**config.mk**
```make
export PLATFORM = sky130hd
export DESIGN_NAME = word_sequencer
export DESIGN_NICKNAME = d
export VERILOG_FILES = /design/src/rtl/word_sequencer.sv
export SDC_FILE = /design/constraint.sdc
export NUM_CORES = 1
export LEC_CHECK = 0
export BUFFER_PORTS_ARGS = -buffer_cell sky130_fd_sc_hd__clkbuf_2
export CAP_MARGIN = 5
export CORE_UTILIZATION = 60
export DETAILED_ROUTE_END_ITERATION = 16
export HOLD_SLACK_MARGIN = 0.03
export PLACE_DENSITY = 0.85
export SYNTH_ARGS = -nofsm -noshare
export SYNTH_HDL_FRONTEND = slang
export SYNTH_SLANG_ARGS = --single-unit
```
**constraint.sdc**
```tcl
create_clock -name clk -period 8.1 [get_ports clk]
set_clock_uncertainty 0.15 [all_clocks]
set_input_delay 1.62 -clock clk [delete_from_list [all_inputs] [get_ports clk]]
set_output_delay 1.62 -clock clk [all_outputs]
set_load 0.01 [all_outputs]
```
**src/rtl/word_sequencer.sv**
```systemverilog
// Word sequencer: buffers one upstream word, loads it into the shifter, then walks
// sh_amt from 0 to LAST_SHIFT holding each value for TICK_CYCLES clocks.
module word_sequencer #(
    parameter int unsigned TICK_CYCLES = 100,
    parameter int unsigned LAST_SHIFT  = 12
) (
    input  logic        clk,
    input  logic        rst,
    input  logic [31:0] data_in,
    input  logic        valid_in,
    output logic        ready_out,
    output logic [31:0] data_out,
    output logic        valid_data_out,
    output logic [3:0]  sh_amt,
    output logic        busy,
    output logic        word_done,
    output logic        underrun
);

    localparam logic [15:0] TickLast = 16'(TICK_CYCLES - 1);
    localparam logic [3:0]  ShLast   = 4'(LAST_SHIFT);

    typedef enum logic [1:0] {StIdle, StLoad, StStep} state_e;

    state_e      state_q, state_d;
    logic [31:0] pending_q, data_q;
    logic        pend_full_q, underrun_q;
    logic [15:0] tick_q;
    logic [3:0]  sh_q;
    logic        accept, tick_wrap, last_hold;

    assign accept    = valid_in && ready_out;
    assign tick_wrap = (tick_q == TickLast);
    assign last_hold = (state_q == StStep) && tick_wrap && (sh_q == ShLast);

    always_ff @(posedge clk or posedge rst) begin
        if (rst) begin
            state_q <= StIdle;
        end else begin
            state_q <= state_d;
        end
    end

    always_comb begin
        state_d = state_q;
        unique case (state_q)
            StIdle: if (pend_full_q) state_d = StLoad;
            StLoad: state_d = StStep;
            StStep: if (last_hold) state_d = pend_full_q ? StLoad : StIdle;
            default: state_d = StIdle;
        endcase
    end

    always_comb begin
        ready_out      = !pend_full_q || (state_q == StLoad);
        valid_data_out = (state_q == StLoad);
        busy           = (state_q != StIdle);
        word_done      = last_hold;
        data_out       = data_q;
        sh_amt         = sh_q;
        underrun       = underrun_q;
    end

    always_ff @(posedge clk or posedge rst) begin
        if (rst) begin
            pending_q   <= '0;
            pend_full_q <= 1'b0;
            data_q      <= '0;
            tick_q      <= '0;
            sh_q        <= '0;
            underrun_q  <= 1'b0;
        end else begin
            // A word accepted in the LOAD cycle refills the slot being drained.
            if (accept) begin
                pending_q   <= data_in;
                pend_full_q <= 1'b1;
            end else if (state_q == StLoad) begin
                pend_full_q <= 1'b0;
            end

            // data_out is captured on entry to LOAD and held until the next LOAD.
            if (state_d == StLoad) begin
                data_q <= pending_q;
                sh_q   <= '0;
            end else if ((state_q == StStep) && tick_wrap && (sh_q != ShLast)) begin
                sh_q <= sh_q + 4'd1;
            end

            if ((state_q == StStep) && !tick_wrap) begin
                tick_q <= tick_q + 16'd1;
            end else begin
                tick_q <= '0;
            end

            if (last_hold && !pend_full_q) begin
                underrun_q <= 1'b1;
            end
        end
    end

endmodule

```
# --- Word-level counts from Yosys, hierarchy flattened ---
# Cells that the tools add are included.
word_totals:
  out_inout_bits: 41
  reg_bits: 88
  elab_cells: 37
classes:
  muxes: 9
  addsub: 2
  n_reduce_logical: 13
  n_eq_ne: 6
op_table:
  columns: ["operator", "n"]
  rows:
  - ["16-bit by 1-bit adder with 16-bit output (second input constant)", 1]
  - ["16-bit by 7-bit == test with 1-bit output (second input constant)", 1]
  - ["16-bit two-way mux", 1]
  - ["4-bit two-way mux", 2]
  - ["1-bit logical AND", 6]
  - ["2-bit one-hot mux with 3 select lines", 1]
  - ["2-bit nonzero test", 3]
  - ["4-bit by 1-bit adder with 4-bit output (second input constant)", 1]
  - ["2-bit by 1-bit == test with 1-bit output (second input constant)", 2]
  - ["4-bit == test (second input constant)", 1]
  - ["2-bit two-way mux", 2]
  - ["4-bit != test (second input constant)", 1]
  - ["1-bit two-way mux", 3]
  - ["2-bit == test (second input constant)", 1]
  - ["1-bit zero test", 2]
  - ["2-bit zero test", 1]
  - ["1-bit logical OR", 1]

# --- Depth between registers and ports, before layout ---
logic_depth:
  ltp_word: 7
  depth_mapped: 7
  mapped_depth_nobuf: 6

# --- Least setup slack after synthesis ---
# OpenSTA, ideal clock, no wires.
synth_timing:
  path_type: "register to output"
  from: "register tick_q[0]"
  to: "output word_done"
  stages_incl_launch_ff: 7
  path_buffers: 1
  arrival_time_ns: 1.369
  setup_slack_ns: 4.961
  cell_sequence: "dfrtp_1 -> ha_1 -> and3_1 -> and4_1 -> buf_2 -> nand2_1 -> nor2_1"
synth_between:
  elab_chain_cells: 3
synth_rtl:
  columns: ["element", "line", "text"]
  rows:
  - ["start: declaration", "28", "logic [15:0] tick_q;"]
  - ["start signal: assignment", "90", "tick_q <= tick_q + 16'd1;"]
  - ["16-bit by 7-bit == test with 1-bit output", "33", "assign tick_wrap = (tick_q == TickLast);"]
  - ["1-bit logical AND (2 in series)", "34", "assign last_hold = (state_q == StStep) && tick_wrap && (sh_q == ShLast);"]
  - ["end: declaration", "16", "output logic word_done,"]
# No other way between the ends.

# --- Final worst setup path ---
layout_timing:
  from: "register sh_q[0] (netlist: sh_amt[0])"
  to: "output word_done"
layout_between:
  elab_chain_cells: 2
layout_rtl:
  columns: ["element", "line", "text"]
  rows:
  - ["start: declaration", "29", "logic [3:0] sh_q;"]
  - ["start signal: assignment", "86", "sh_q <= sh_q + 4'd1;"]
  - ["4-bit == test", "34", null]
  - ["1-bit logical AND", "34", null]
# No other way between the ends.

==> results.sh <==
export IMPL_setup_viol_count_final=0
export IMPL_fin_tns_setup_ns=0
export IMPL_crit_required_ns=6.33
export IMPL_ys_warn_count=0
export IMPL_die_h_um=86.67
export IMPL_cts_sinks=88
export IMPL_arrival_ns=1.95
export IMPL_rsz0062_at_grt="no"
export IMPL_drive_gt1_frac=0.2786
export IMPL_clock_latency_ns=0.35
export IMPL_overflow=0
export IMPL_synthMuxAreaShare=0.08377
export IMPL_synth_simple_area_share=0.2129
export IMPL_clk_pin_slew_worst_paths_ns=0.08
export IMPL_p_sw_frac=0.2261
export IMPL_fin_ws_ns=4.379
export IMPL_synth_fa_ha_area_frac=0.008726
export IMPL_yosysSeqAreaShare=0.5119
export IMPL_core_um2=6869
export IMPL_ctsResizeCount=0
export IMPL_post_cts_setup_buffers=0
export IMPL_die_x_um=86.67
export IMPL_drv_slew=0
export IMPL_min_path_type="reg2reg"
export IMPL_tightest_slew_ns=1.086
export IMPL_cts_tree="built"
export IMPL_synth_distinct_cells=35
export IMPL_critPathLaunchType="register"
export IMPL_finalHoldViolCount=0
export IMPL_synth_top_cell_area_share=0.5119
export IMPL_final_common_cell="dfrtp_1"
export IMPL_clockRootBuffer="clkbuf_8"
export IMPL_dp_hpwl_um=5785
export IMPL_io_pin_count=76
export IMPL_dr_pass1_iters=5
export IMPL_gp_congestion=0.9257
export IMPL_drc_errors=0
export IMPL_port_buffers=75
export IMPL_slew_limit_headroom=0.2759
export IMPL_status="complete, no violations"
export IMPL_cts_buffers=9
export IMPL_netlist_area_um2=4302
export IMPL_synth_compound_area_frac=0.1137
export IMPL_worst_setup_path_end_kind="primary output"
export IMPL_num_rows=30
export IMPL_syn_to_final_growth_pct=13.18
export IMPL_reg2reg_to="sh_amt[0]$_DFFE_PP0P_"
export IMPL_fin_crit_sh=0.4593
export IMPL_netlist_instances=420
export IMPL_vdd_drop_max_mv=0.1181
export IMPL_routed_wl_um=9303
export IMPL_ant_nets=0
export IMPL_grt_pass1_wl_um=15570
export IMPL_r2r_start="tick_q[12]$_DFF_PP0_"
export IMPL_drt_vias_per_instance=6.198
export IMPL_cts_buffer_depth=2
export IMPL_wire_per_inst_um=16.12
export IMPL_grt_use_total=0.2674
export IMPL_critPathKind="reg2out"
export IMPL_p_switching_uw=174.7
export IMPL_initial_core_util=0.6262
export IMPL_powerDensity_nw_per_um2=158.7
export IMPL_vias=3576
export IMPL_max_freq_mhz=268.8
export IMPL_synth_area_per_cell_um2=10.24
export IMPL_cts_hold_buf=0
export IMPL_min_period_ns=3.721
export IMPL_reg2regPathDepth=4
export IMPL_crit_path_end="word_done"
export IMPL_crit_start="sh_amt[0]$_DFFE_PP0P_"
export IMPL_combinationalPowerShare=0.050
export IMPL_drtIter0Drc=263
export IMPL_grt_pass1_vias=3306
export IMPL_antenna_cells=0
export IMPL_synth_top_area_cell="dfrtp_1"
export IMPL_r2r_setup_slack_ns=5.76
export IMPL_drv_cap=0
export IMPL_synth_top_family_by_area="simple AND/OR/NAND/NOR gates"
export IMPL_grt_max_degree=89
export IMPL_synth_xor_area_frac=0.02647
export IMPL_critPathMaxFanout=33
export IMPL_p_clk_frac=0.339
export IMPL_place_ws_ns=4.756
export IMPL_p_seq_frac=0.611
export IMPL_antenna_found_initial=0
export IMPL_ys_ff_latch=88
export IMPL_synth_area_leaders="dfrtp_1, mux2_2, nor3b_1, o211ai_1, nand4_1"
export IMPL_cellInternalPower_uw=597.9
export IMPL_htreeDepth=3
export IMPL_die_area_um2=7512
export IMPL_nets=516
export IMPL_p_leak_uw=0.002129
export IMPL_final_cell_mix="dfrtp_1, clkbuf_2, nand4_1, nand2_1, a21oi_1"
export IMPL_syn_nets=458
## routing by layer
layer | track usage | routed length (um)
met1 | 0.3647 | 4027
met4 | 0.1091 | 171
met5 | 0 | 0
met3 | 0.05619 | 530
met2 | 0.4199 | 4574
## cells in the mapped netlist
cell type  count
or3_1          2
a2bb2oi_1      1
nand4_1       38
nor3b_1       32
or4_1          1
and4_1         1
or2_2          1
nor2_1        16
o31ai_1        2
a22oi_1        3
xnor2_1        7
and3_2         1
nand2b_1       4
nor3_1         4
o21a_1         1
clkbuf_1      19
buf_4          3
nor2b_1        2
buf_2         11
o211ai_1      32
xor2_1         6
mux2_1         1
inv_1          6
a21oi_1       34
dfrtp_1       88
ha_1           3
mux2_2        31
and3_1         3
o21ai_0        5
nand2_1       38
buf_1          3
nand3_1       12
and2_1         2
or2_1          1
nor4_1         6
## critical path: stages, from the launching register on
cell and delay, ns:
dfrtp_1 0.43, inv_1 0.07, ha_1 0.15, and3_1 0.15, buf_4 0.33, nand2_1 0.18
nor2_1 0.13, clkbuf_2 0.14
## final cells by class
type / instances / area, um^2
sequential: 88 / 2203
inverter: 6 / 23.77
clock buffer: 11 / 141.4
clock inverter: 3 / 20.02
fill: 520 / 2001
timing repair buffer: 83 / 435.4
multi-input combinational: 290 / 1924
tap: 96 / 120.1
## cell families (layout without fill, tap and decap cells)
family / count (synthesis) / count (layout)
flip-flops: 88 / 88
AO/OA/AOI/OAI: 78 / 78
AND/OR/NAND/NOR: 164 / 164
adder cells (fa/ha/maj): 3 / 3
XOR/XNOR: 13 / 13
buffers and inverters: 42 / 103
multiplexers: 32 / 32
## registers in the layout, summed over array words and instances (netlist names)
name         flops
data_out        32
sh_amt           4
pending_q       32
tick_q          16
pend_full_q      1
underrun         1
state_q          2
## worst min-delay path by stage
stage	to	cells after the start	slack [ns]	start
global placement	underrun$_DFFE_PP0P_	2	0.30	underrun$_DFFE_PP0P_
finish	underrun$_DFFE_PP0P_	2	0.34	underrun$_DFFE_PP0P_
CTS	underrun$_DFFE_PP0P_	2	0.35	underrun$_DFFE_PP0P_
detailed placement	underrun$_DFFE_PP0P_	2	0.33	underrun$_DFFE_PP0P_
global route	underrun$_DFFE_PP0P_	2	0.37	underrun$_DFFE_PP0P_
floorplan	underrun$_DFFE_PP0P_	1	0.32	pend_full_q$_DFFE_PP0P_
## per-stage QoR
stage	area (um^2)	cells	total power, uW	util	hold slack, ns
after floorplan	4302	420	502.4	-	0.3177
final	4868	577	772.7	0.7087	0.3393
after CTS	4868	577	779.3	0.7087	0.3462
after global placement	4707	563	517.0	0.6852	0.3024
after detailed placement	4707	563	519.8	0.6852	0.3254
after global routing	4868	577	804.1	0.7087	0.3697
## power groups by stage
stage                     sequential, uW  clock, uW  combinational [uW]
after global routing                 475        286                43.3
after floorplan                      475          0                27.5
after detailed placement             480          0                39.7
after CTS                            472        268                39.8
final                                472        262                38.7
after global placement               479          0                38.5
(Power assumes the default switching activity.)
